--- config.mk ---
export PLATFORM = sky130hd
export DESIGN_NAME = cpu_sequencer
export DESIGN_NICKNAME = d
export VERILOG_FILES = /design/src/rtl/cpu_sequencer_pkg.sv /design/src/rtl/cpu_sequencer_prog_rom.sv /design/src/rtl/cpu_sequencer.sv
export SDC_FILE = /design/constraint.sdc
export NUM_CORES = 1
export LEC_CHECK = 0
export CORE_MARGIN = 2
export CORE_UTILIZATION = 53
export DETAILED_ROUTE_END_ITERATION = 10
export GPL_TIMING_DRIVEN = 1
export PLACE_DENSITY = 0.72
export SLEW_MARGIN = 10
export SYNTH_ARGS = -nofsm -noshare
export SYNTH_HDL_FRONTEND = slang
export SYNTH_HIERARCHICAL = 1
export SYNTH_SLANG_ARGS = --single-unit
--- constraint.sdc ---
create_clock -name clk -period 2.7 [get_ports clk]
set_input_delay 0.675 -clock clk [delete_from_list [all_inputs] [get_ports clk]]
set_output_delay 0.675 -clock clk [all_outputs]
set_load 0.01 [all_outputs]
--- src/rtl/cpu_sequencer_pkg.sv ---
// Shared types for the 4-bit CPU fetch/execute sequencer: state encoding and
// instruction field helpers used by the sequencer and anything decoding its IR.
package cpu_sequencer_pkg;

  typedef enum logic [1:0] {
    ST_IDLE  = 2'd0,
    ST_FETCH = 2'd1,
    ST_EXEC  = 2'd2
  } seq_state_e;

  localparam int OP_WIDTH  = 4;
  localparam int IMM_WIDTH = 4;

  function automatic logic [OP_WIDTH-1:0] inst_op(input logic [7:0] inst);
    return inst[7:4];
  endfunction

  function automatic logic [IMM_WIDTH-1:0] inst_imm(input logic [7:0] inst);
    return inst[3:0];
  endfunction

endpackage

--- src/rtl/cpu_sequencer_prog_rom.sv ---
// Program memory: synchronous write, asynchronous read, contents survive reset
// so a loaded program can be re-run after the sequencer is reset.
module cpu_sequencer_prog_rom #(
  parameter int ADDR_WIDTH = 4,
  parameter int DATA_WIDTH = 8
) (
  input  logic                  clk,
  input  logic                  wr_en,
  input  logic [ADDR_WIDTH-1:0] wr_addr,
  input  logic [DATA_WIDTH-1:0] wr_data,
  input  logic [ADDR_WIDTH-1:0] rd_addr,
  output logic [DATA_WIDTH-1:0] rd_data
);

  logic [DATA_WIDTH-1:0] mem_q [2**ADDR_WIDTH];

  always_ff @(posedge clk) begin
    if (wr_en) mem_q[wr_addr] <= wr_data;
  end

  assign rd_data = mem_q[rd_addr];

endmodule

--- src/rtl/cpu_sequencer.sv ---
// Fetch/execute sequencer: owns program memory and the instruction register,
// gates datapath commits with exec_en, and handles run/step/breakpoint control.
module cpu_sequencer
  import cpu_sequencer_pkg::*;
#(
  parameter int PC_WIDTH   = 4,
  parameter int INST_WIDTH = 8,
  parameter int CNT_WIDTH  = 8
) (
  input  logic                  clk,
  input  logic                  reset,
  input  logic                  run,
  input  logic                  step,
  input  logic                  bp_en,
  input  logic [PC_WIDTH-1:0]   bp_addr,
  input  logic [PC_WIDTH-1:0]   pc_in,
  input  logic                  prog_wr_valid,
  output logic                  prog_wr_ready,
  input  logic [PC_WIDTH-1:0]   prog_wr_addr,
  input  logic [INST_WIDTH-1:0] prog_wr_data,
  output logic [3:0]            op_out,
  output logic [3:0]            imm_out,
  output logic                  exec_en,
  output logic                  halted,
  output logic                  bp_hit,
  output logic [CNT_WIDTH-1:0]  retired
);

  seq_state_e            state_q, state_d;
  logic [INST_WIDTH-1:0] ir_q, ir_d;
  logic                  resume_q, resume_d;
  logic                  single_q, single_d;
  logic                  bp_hit_q, bp_hit_d;
  logic [CNT_WIDTH-1:0]  retired_q, retired_d;
  logic [INST_WIDTH-1:0] rom_data;
  logic                  rom_wr_en;

  assign rom_wr_en = prog_wr_valid && (state_q == ST_IDLE);

  cpu_sequencer_prog_rom #(
    .ADDR_WIDTH (PC_WIDTH),
    .DATA_WIDTH (INST_WIDTH)
  ) u_prog_rom (
    .clk     (clk),
    .wr_en   (rom_wr_en),
    .wr_addr (prog_wr_addr),
    .wr_data (prog_wr_data),
    .rd_addr (pc_in),
    .rd_data (rom_data)
  );

  always_comb begin
    state_d   = state_q;
    ir_d      = ir_q;
    resume_d  = resume_q;
    single_d  = single_q;
    bp_hit_d  = bp_hit_q;
    retired_d = retired_q;
    case (state_q)
      ST_IDLE: begin
        if (run || step) begin
          state_d  = ST_FETCH;
          resume_d = 1'b1;
          single_d = !run;
          bp_hit_d = 1'b0;
        end
      end
      ST_FETCH: begin
        // resume guarantees the first fetch after leaving IDLE can pass a breakpoint
        if (bp_en && (pc_in == bp_addr) && !resume_q) begin
          state_d  = ST_IDLE;
          bp_hit_d = 1'b1;
        end else begin
          ir_d     = rom_data;
          resume_d = 1'b0;
          state_d  = ST_EXEC;
        end
      end
      ST_EXEC: begin
        retired_d = retired_q + CNT_WIDTH'(1);
        state_d   = (single_q || !run) ? ST_IDLE : ST_FETCH;
      end
      default: state_d = ST_IDLE;
    endcase
  end

  always_ff @(posedge clk or posedge reset) begin
    if (reset) begin
      state_q   <= ST_IDLE;
      ir_q      <= '0;
      resume_q  <= 1'b0;
      single_q  <= 1'b0;
      bp_hit_q  <= 1'b0;
      retired_q <= '0;
    end else begin
      state_q   <= state_d;
      ir_q      <= ir_d;
      resume_q  <= resume_d;
      single_q  <= single_d;
      bp_hit_q  <= bp_hit_d;
      retired_q <= retired_d;
    end
  end

  assign op_out        = inst_op(ir_q[7:0]);
  assign imm_out       = inst_imm(ir_q[7:0]);
  assign exec_en       = (state_q == ST_EXEC);
  assign halted        = (state_q == ST_IDLE);
  assign prog_wr_ready = (state_q == ST_IDLE);
  assign bp_hit        = bp_hit_q;
  assign retired       = retired_q;

endmodule
==> impl_results.md, run 1 <==
- Status: completed
- Die area: 0.0120 sq mm
- FF-to-FF path depth: 5
- Tmin final: 2470 ps
- Synth Instances: 293
- M1 wire length: 4.78 mm
- Seq/Total Area, Yosys: 0.740
- Met3 wire length: 675 um
- Post-CTS Resized: 0
- IO Port Bufs: 45
- Worst slew pin tran: 828 ps
- Clock Latency Late Sink: 520 ps
- F_max: 405 MHz
- Req. time, crit path: 2030 ps
- Antenna Violating Nets Remaining: 0
- Met2 routed WL: 5.93 mm
- Top cell type's share of synthesized area: 0.651
- CTS sink count: 149
- Die width: 110 um
- CTS max path bufs: 2
- Top_reg_cell synth: edfxtp_1
- Avg Inst Size Synth: 20.1 sq um
- CP Depth: 2
- Final wirelength: 11.5 mm
- CP Class: reg -> out
- Rel. slew slack: 0.448
- Most instantiated cells after synthesis: edfxtp_1, dfrtp_1, mux4_2, a22oi_1, nor2_1
- Power Dens Cells: 822 mW/mm^2
- Ant. Diodes: 0
- Clock root cell: clkbuf_8
- Reg clk slew, reported paths: 60 ps
- Post-place instance area: 0.00665 sq mm
- Setup-failing EPs final: 0
- Initial Utilization: 0.545
- Remaining global-route overflow: 0
- Post-synth EDFFs: 128
- Total power: 5.93 mW
- Routed WL per cell: 22.1 um
- Vias in the first global route: 3202
- CP startpoint kind: flop
- Synth area leaders: edfxtp_1, dfrtp_1, mux4_2
- Most common cell in the netlist: edfxtp_1
- I/O pins: 46
- Max-Cap Viols: 0
- Die Y-Extent: 110 um
- Synth Cell Area: 0.00590 sq mm
- Synth warnings: 6
- Cells along the critical path: nor2_1 -> clkdlybuf4s50_1
- TritonCTS clock tree: done
- Crit path from: state_q[0]
- PnR worst setup slack: 232 ps
- Final hold violations: 0
- # DRC: 0
- Lkg Pwr: 2.49 nW
- Placer congestion estimate: 0.809
- Postcts setup bufs: 0
- Core Area: 0.0108 sq mm
- Peak fanout along the critical path: 6
- Final Skew: 11.3 ps
- Syn_nets: 320
- First-pass DRT Iterations: 5
- Fraction of registers with async set/reset: 0.141
- FP Rows: 38
- Slowest CP cell: clkdlybuf4s50_1
- CTS Hold Bufs: 0
- Initial antenna violation count: 0
- CP Capture Point: prog_wr_ready
- Worst Path Buf+Inv: 1
- Largest net degree at the start of global routing: 34
- GRT Resource Usage Total: 0.213
- Worst hold-check path type: reg -> reg
- R2r startpoint: state_q[0]
- Reg2reg end: u_prog_rom/mem_q[0][3]
- Synth area leader: edfxtp_1
- Pre-CTS setup slack: 77.3 ps
- #FFs+latches synth: 149
- Inserted Clock Buffers: 17
- Yosys cell types: 33
- Crit end category: output pin
- R2r setup slk: 550 ps
- Final period utilization: 0.914
- First-pass GRT wire length: 17.8 mm
- Delay-heaviest family, CP: buffers and inverters
- Post-layout nets: 397
- Layout cells sized above 1: 0.218
- Initial DRC count: 265
- Top sig layer: met4
- Data arrival, critical path: 1790 ps
- Hold slack: 482 ps
- DP HPWL: 7.43 mm
- RSZ-0062 raised after global routing: no
- DR vias/cell: 5.89
- Total negative setup slack: 0 ps
- Via count: 3063
- Slew Viols, Final: 0
- H-tree lvl count: 4
- Max VDD drop: 488 uV
- CP max stage delay: 590 ps
- Post-route cell area: 0.00721 sq mm
- Area grow syn2layout: 22.1%
==> sequential cells by signal, indices dropped and copies added, names as in the netlist <==
register / cells
bp_hit: 1
retired: 8
state_q: 2
u_prog_rom/mem_q: 128
ir_q: 8
single_q: 1
resume_q: 1
==> worst min-delay path by stage <==
stage | slack, ps | depth (start not counted) | startpoint | to
final | 480 | 1 | retired[7] | retired[7]
after global placement | 460 | 1 | retired[7] | retired[7]
after global routing | 530 | 1 | retired[5] | retired[5]
after detailed placement | 480 | 1 | retired[7] | retired[7]
after floorplan | 480 | 1 | state_q[0] | state_q[0]
after CTS | 490 | 1 | retired[7] | retired[7]
==> cells in the final DEF, fill, tap and decap left out, types with 2 or more instances in the layout <==
cell	count
edfxtp_1	128
clkdlybuf4s50_1	44
buf_4	22
dfrtp_1	21
mux4_2	18
nor2_1	16
clkbuf_16	16
a22oi_1	16
nand2_1	14
mux4_1	14
mux2_2	9
xnor2_1	6
xor2_1	5
clkinvlp_4	5
a21oi_1	4
nor3_1	4
inv_1	3
nand2b_1	3
nand4_1	3
clkbuf_1	3
bufinv_16	3
buf_12	3
nor2b_1	2
and2_1	2
nand3b_1	2
==> through the flow <==
step	util	std cells
3_3_place_gp	0.613	491
2_1_floorplan	-	293
3_5_place_dp	0.613	491
6_report	0.665	520
4_1_cts	0.665	520
5_1_grt	0.665	520
==> where the power goes <==
part / switching, mW / internal [mW] / total (mW)
logic: 0.390 / 0.478 / 0.869
registers: 0.129 / 2.67 / 2.80
clock network: 0.869 / 1.39 / 2.26
==> logic make-up (layout without fill, tap and decap cells) <==
group,count (synthesis),count (layout),synth area share
xor+xnor,11,11,0.0163
simple gates,52,52,0.0449
flops,149,149,0.740
fa+ha+maj,1,1,0.00212
mux,41,41,0.148
buf+inv,15,102,0.0187
compound gates,24,24,0.0297
==> layout make-up <==
| type | count | area [sq um] |
|---|---|---|
| multi-input combinational | 129 | 1420 |
| sequential | 149 | 4370 |
| fill | 714 | 3630 |
| tap | 140 | 175 |
| clock buffer | 20 | 425 |
| timing repair buffer | 70 | 671 |
| inverter | 3 | 11.3 |
| clock inverter | 9 | 133 |
==> layer usage <==
| layer | global-route usage | up-vias |
|---|---|---|
| li1 | - | 1344 |
| met1 | 0.278 | 1601 |
| met3 | 0.0563 | 9 |
| met5 | 0 | - |
| met4 | 0.0678 | 0 |
| met2 | 0.354 | 109 |
(Power assumes the default switching activity.)
==> run 2, diff against run 1 <==
--- a/config.mk
+++ b/config.mk
@@ -6,10 +6,10 @@
 export NUM_CORES = 1
 export LEC_CHECK = 0
 export CORE_MARGIN = 2
-export CORE_UTILIZATION = 53
+export CORE_UTILIZATION = 55
 export DETAILED_ROUTE_END_ITERATION = 10
 export GPL_TIMING_DRIVEN = 1
-export PLACE_DENSITY = 0.72
+export PLACE_DENSITY = 0.74
 export SLEW_MARGIN = 10
 export SYNTH_ARGS = -nofsm -noshare
 export SYNTH_HDL_FRONTEND = slang
==> run 2 against run 1 <==
Effect of this change:
- die area is 3.5% lower
- critical path depth is 1 higher
- combinational power is 3.1% higher
- utilization is 2.9 points higher
- sequential power hardly changed
- sequential share of layout area is 0.095 points higher
- worst setup slack better by 27 ps
- register-to-register slack hardly changed
- clock skew is 4.8 ps lower
- global-route usage is 0.29 points higher
- count of clock-buffer cells in the layout is 1 lower
- critical path type unchanged
- critical endpoint is now exec_en
==> impl_results.md, run 2 (same netlist as run 1, synthesis figures left out) <==
- Status: completed
- Hold depth: 1
- Final wirelength: 11.6 mm
- Slew Viols, Final: 0
- DP HPWL: 7.52 mm
- Reg power frac: 0.484
- Via count: 3093
- Die area: 0.0116 sq mm
- CTS Hold Bufs: 0
- Worst hold-check path type: reg -> reg
- Worst slew pin tran: 838 ps
- Initial DRC count: 273
- RSZ-0062 raised after global routing: no
- Most frequent cells in the layout: edfxtp_1, clkdlybuf4s50_1, buf_4
- Lkg Pwr: 2.52 nW
- Initial Utilization: 0.569
- Max VDD drop: 517 uV
- Total power: 5.76 mW
- Max-Cap Viols: 0
- Routed WL per cell: 22.1 um
- DR vias/cell: 5.93
- Remaining global-route overflow: 0
- CP startpoint kind: flop
- Placer congestion estimate: 0.782
- First-pass DRT Iterations: 4
- # DRC: 0
- Vias in the first global route: 3143
- First-pass GRT wire length: 17.6 mm
- F_max: 410 MHz
- Data arrival, critical path: 1770 ps
- Clock Latency Late Sink: 520 ps
- Top reg by flops: u_prog_rom/mem_q
- Die Y-Extent: 108 um
- Final period utilization: 0.904
- Final hold violations: 0
- Initial antenna violation count: 0
- Pre-CTS setup slack: 87.8 ps
- Clock share of power: 0.360
- Req. time, crit path: 2030 ps
- H-tree lvl count: 4
- Tmin final: 2440 ps
- Setup-failing EPs final: 0
- Reg clk slew, reported paths: 70 ps
- Die width: 108 um
- Post-layout nets: 400
- Ant. Diodes: 0
- CTS max path bufs: 2
- PnR worst setup slack: 259 ps
- Switching Share: 0.248
- Post-place instance area: 0.00667 sq mm
- FF-to-FF path depth: 6
- Power share of the combinational group: 0.156
- Peak fanout along the critical path: 6
- Rel. slew slack: 0.441
- GRT Resource Usage Total: 0.216
- Inst Count DP: 490
- Total negative setup slack: 0 ps
- FILL cells: 670
- CTS sink count: 149
- Postcts setup bufs: 0
- Inserted Clock Buffers: 17
- CP Class: reg -> out
- Crit end category: output pin
- Switch Pwr: 1.43 mW
- FP Rows: 37
- I/O pins: 46
- IO Port Bufs: 45
- Layout cells sized above 1: 0.236
- TritonCTS clock tree: done
- Largest net degree at the start of global routing: 34
- Area grow syn2layout: 21.9%
- Post-route cell area: 0.00720 sq mm
- Pint: 4.33 mW
- Power Dens Cells: 800 mW/mm^2
- Post-route insts no fill: 522
- Max reg flops: 128
- Antenna Violating Nets Remaining: 0
- Core Area: 0.0104 sq mm
- Clock root cell: clkbuf_8
- Final Skew: 6.56 ps
- Most common cell after layout, fill and taps aside: edfxtp_1
- Post-CTS Resized: 0
run 2: stage by stage:
step | hold slack (ps) | utilization
2_1_floorplan | 478 | -
3_3_place_gp | 462 | 0.643
3_5_place_dp | 473 | 0.643
4_1_cts | 492 | 0.694
5_1_grt | 501 | 0.694
6_report | 487 | 0.694
run 2: per-layer routing:
| layer | track usage | routed length [um] | vias up |
|---|---|---|---|
| met1 | 0.290 | 4850 | 1590 |
| met2 | 0.338 | 5710 | 129 |
| met5 | 0 | 0 | - |
| li1 | - | - | 1365 |
| met3 | 0.0587 | 853 | 9 |
| met4 | 0.0916 | 148 | 0 |
run 2: power groups by stage:
stage	combinational, mW	clock [mW]	sequential, mW
final	0.896	2.07	2.79
after global routing	0.973	2.19	2.81
after CTS	0.908	2.10	2.79
after detailed placement	0.904	0	2.84
after global placement	0.879	0	2.84
after floorplan	0.416	0	2.85
run 2: path summary, 6_finish.rpt:
path | from | to | slack [ps]
worst max-delay path | state_q[0] | exec_en | 260
worst min-delay path | retired[7] | retired[7] | 490
worst max register to register | state_q[0] | u_prog_rom/mem_q[0][1] | 540
worst min register to register | retired[7] | retired[7] | 490
max in group asynchronous | reset | ir_q[6] | 1550
min in group asynchronous | reset | ir_q[3] | 630
run 2: cell type report:
| class | instances | area, sq um | area share |
|---|---|---|---|
| Tap cell | 136 | 170 | 0.0236 |
| Sequential cell | 149 | 4370 | 0.607 |
| Timing Repair Buffer | 73 | 693 | 0.0963 |
| Clock inverter | 13 | 97.6 | 0.0136 |
| Inverter | 3 | 11.3 | 0.00156 |
| Clock buffer | 19 | 432 | 0.0600 |
| Multi-Input combinational cell | 129 | 1420 | 0.198 |
run 2: worst max-delay path, cell delays in order (launching register included):
cell and delay (ps):
dfrtp_1 430, nor2b_1 130, buf_4 150, clkdlybuf4s50_1 540
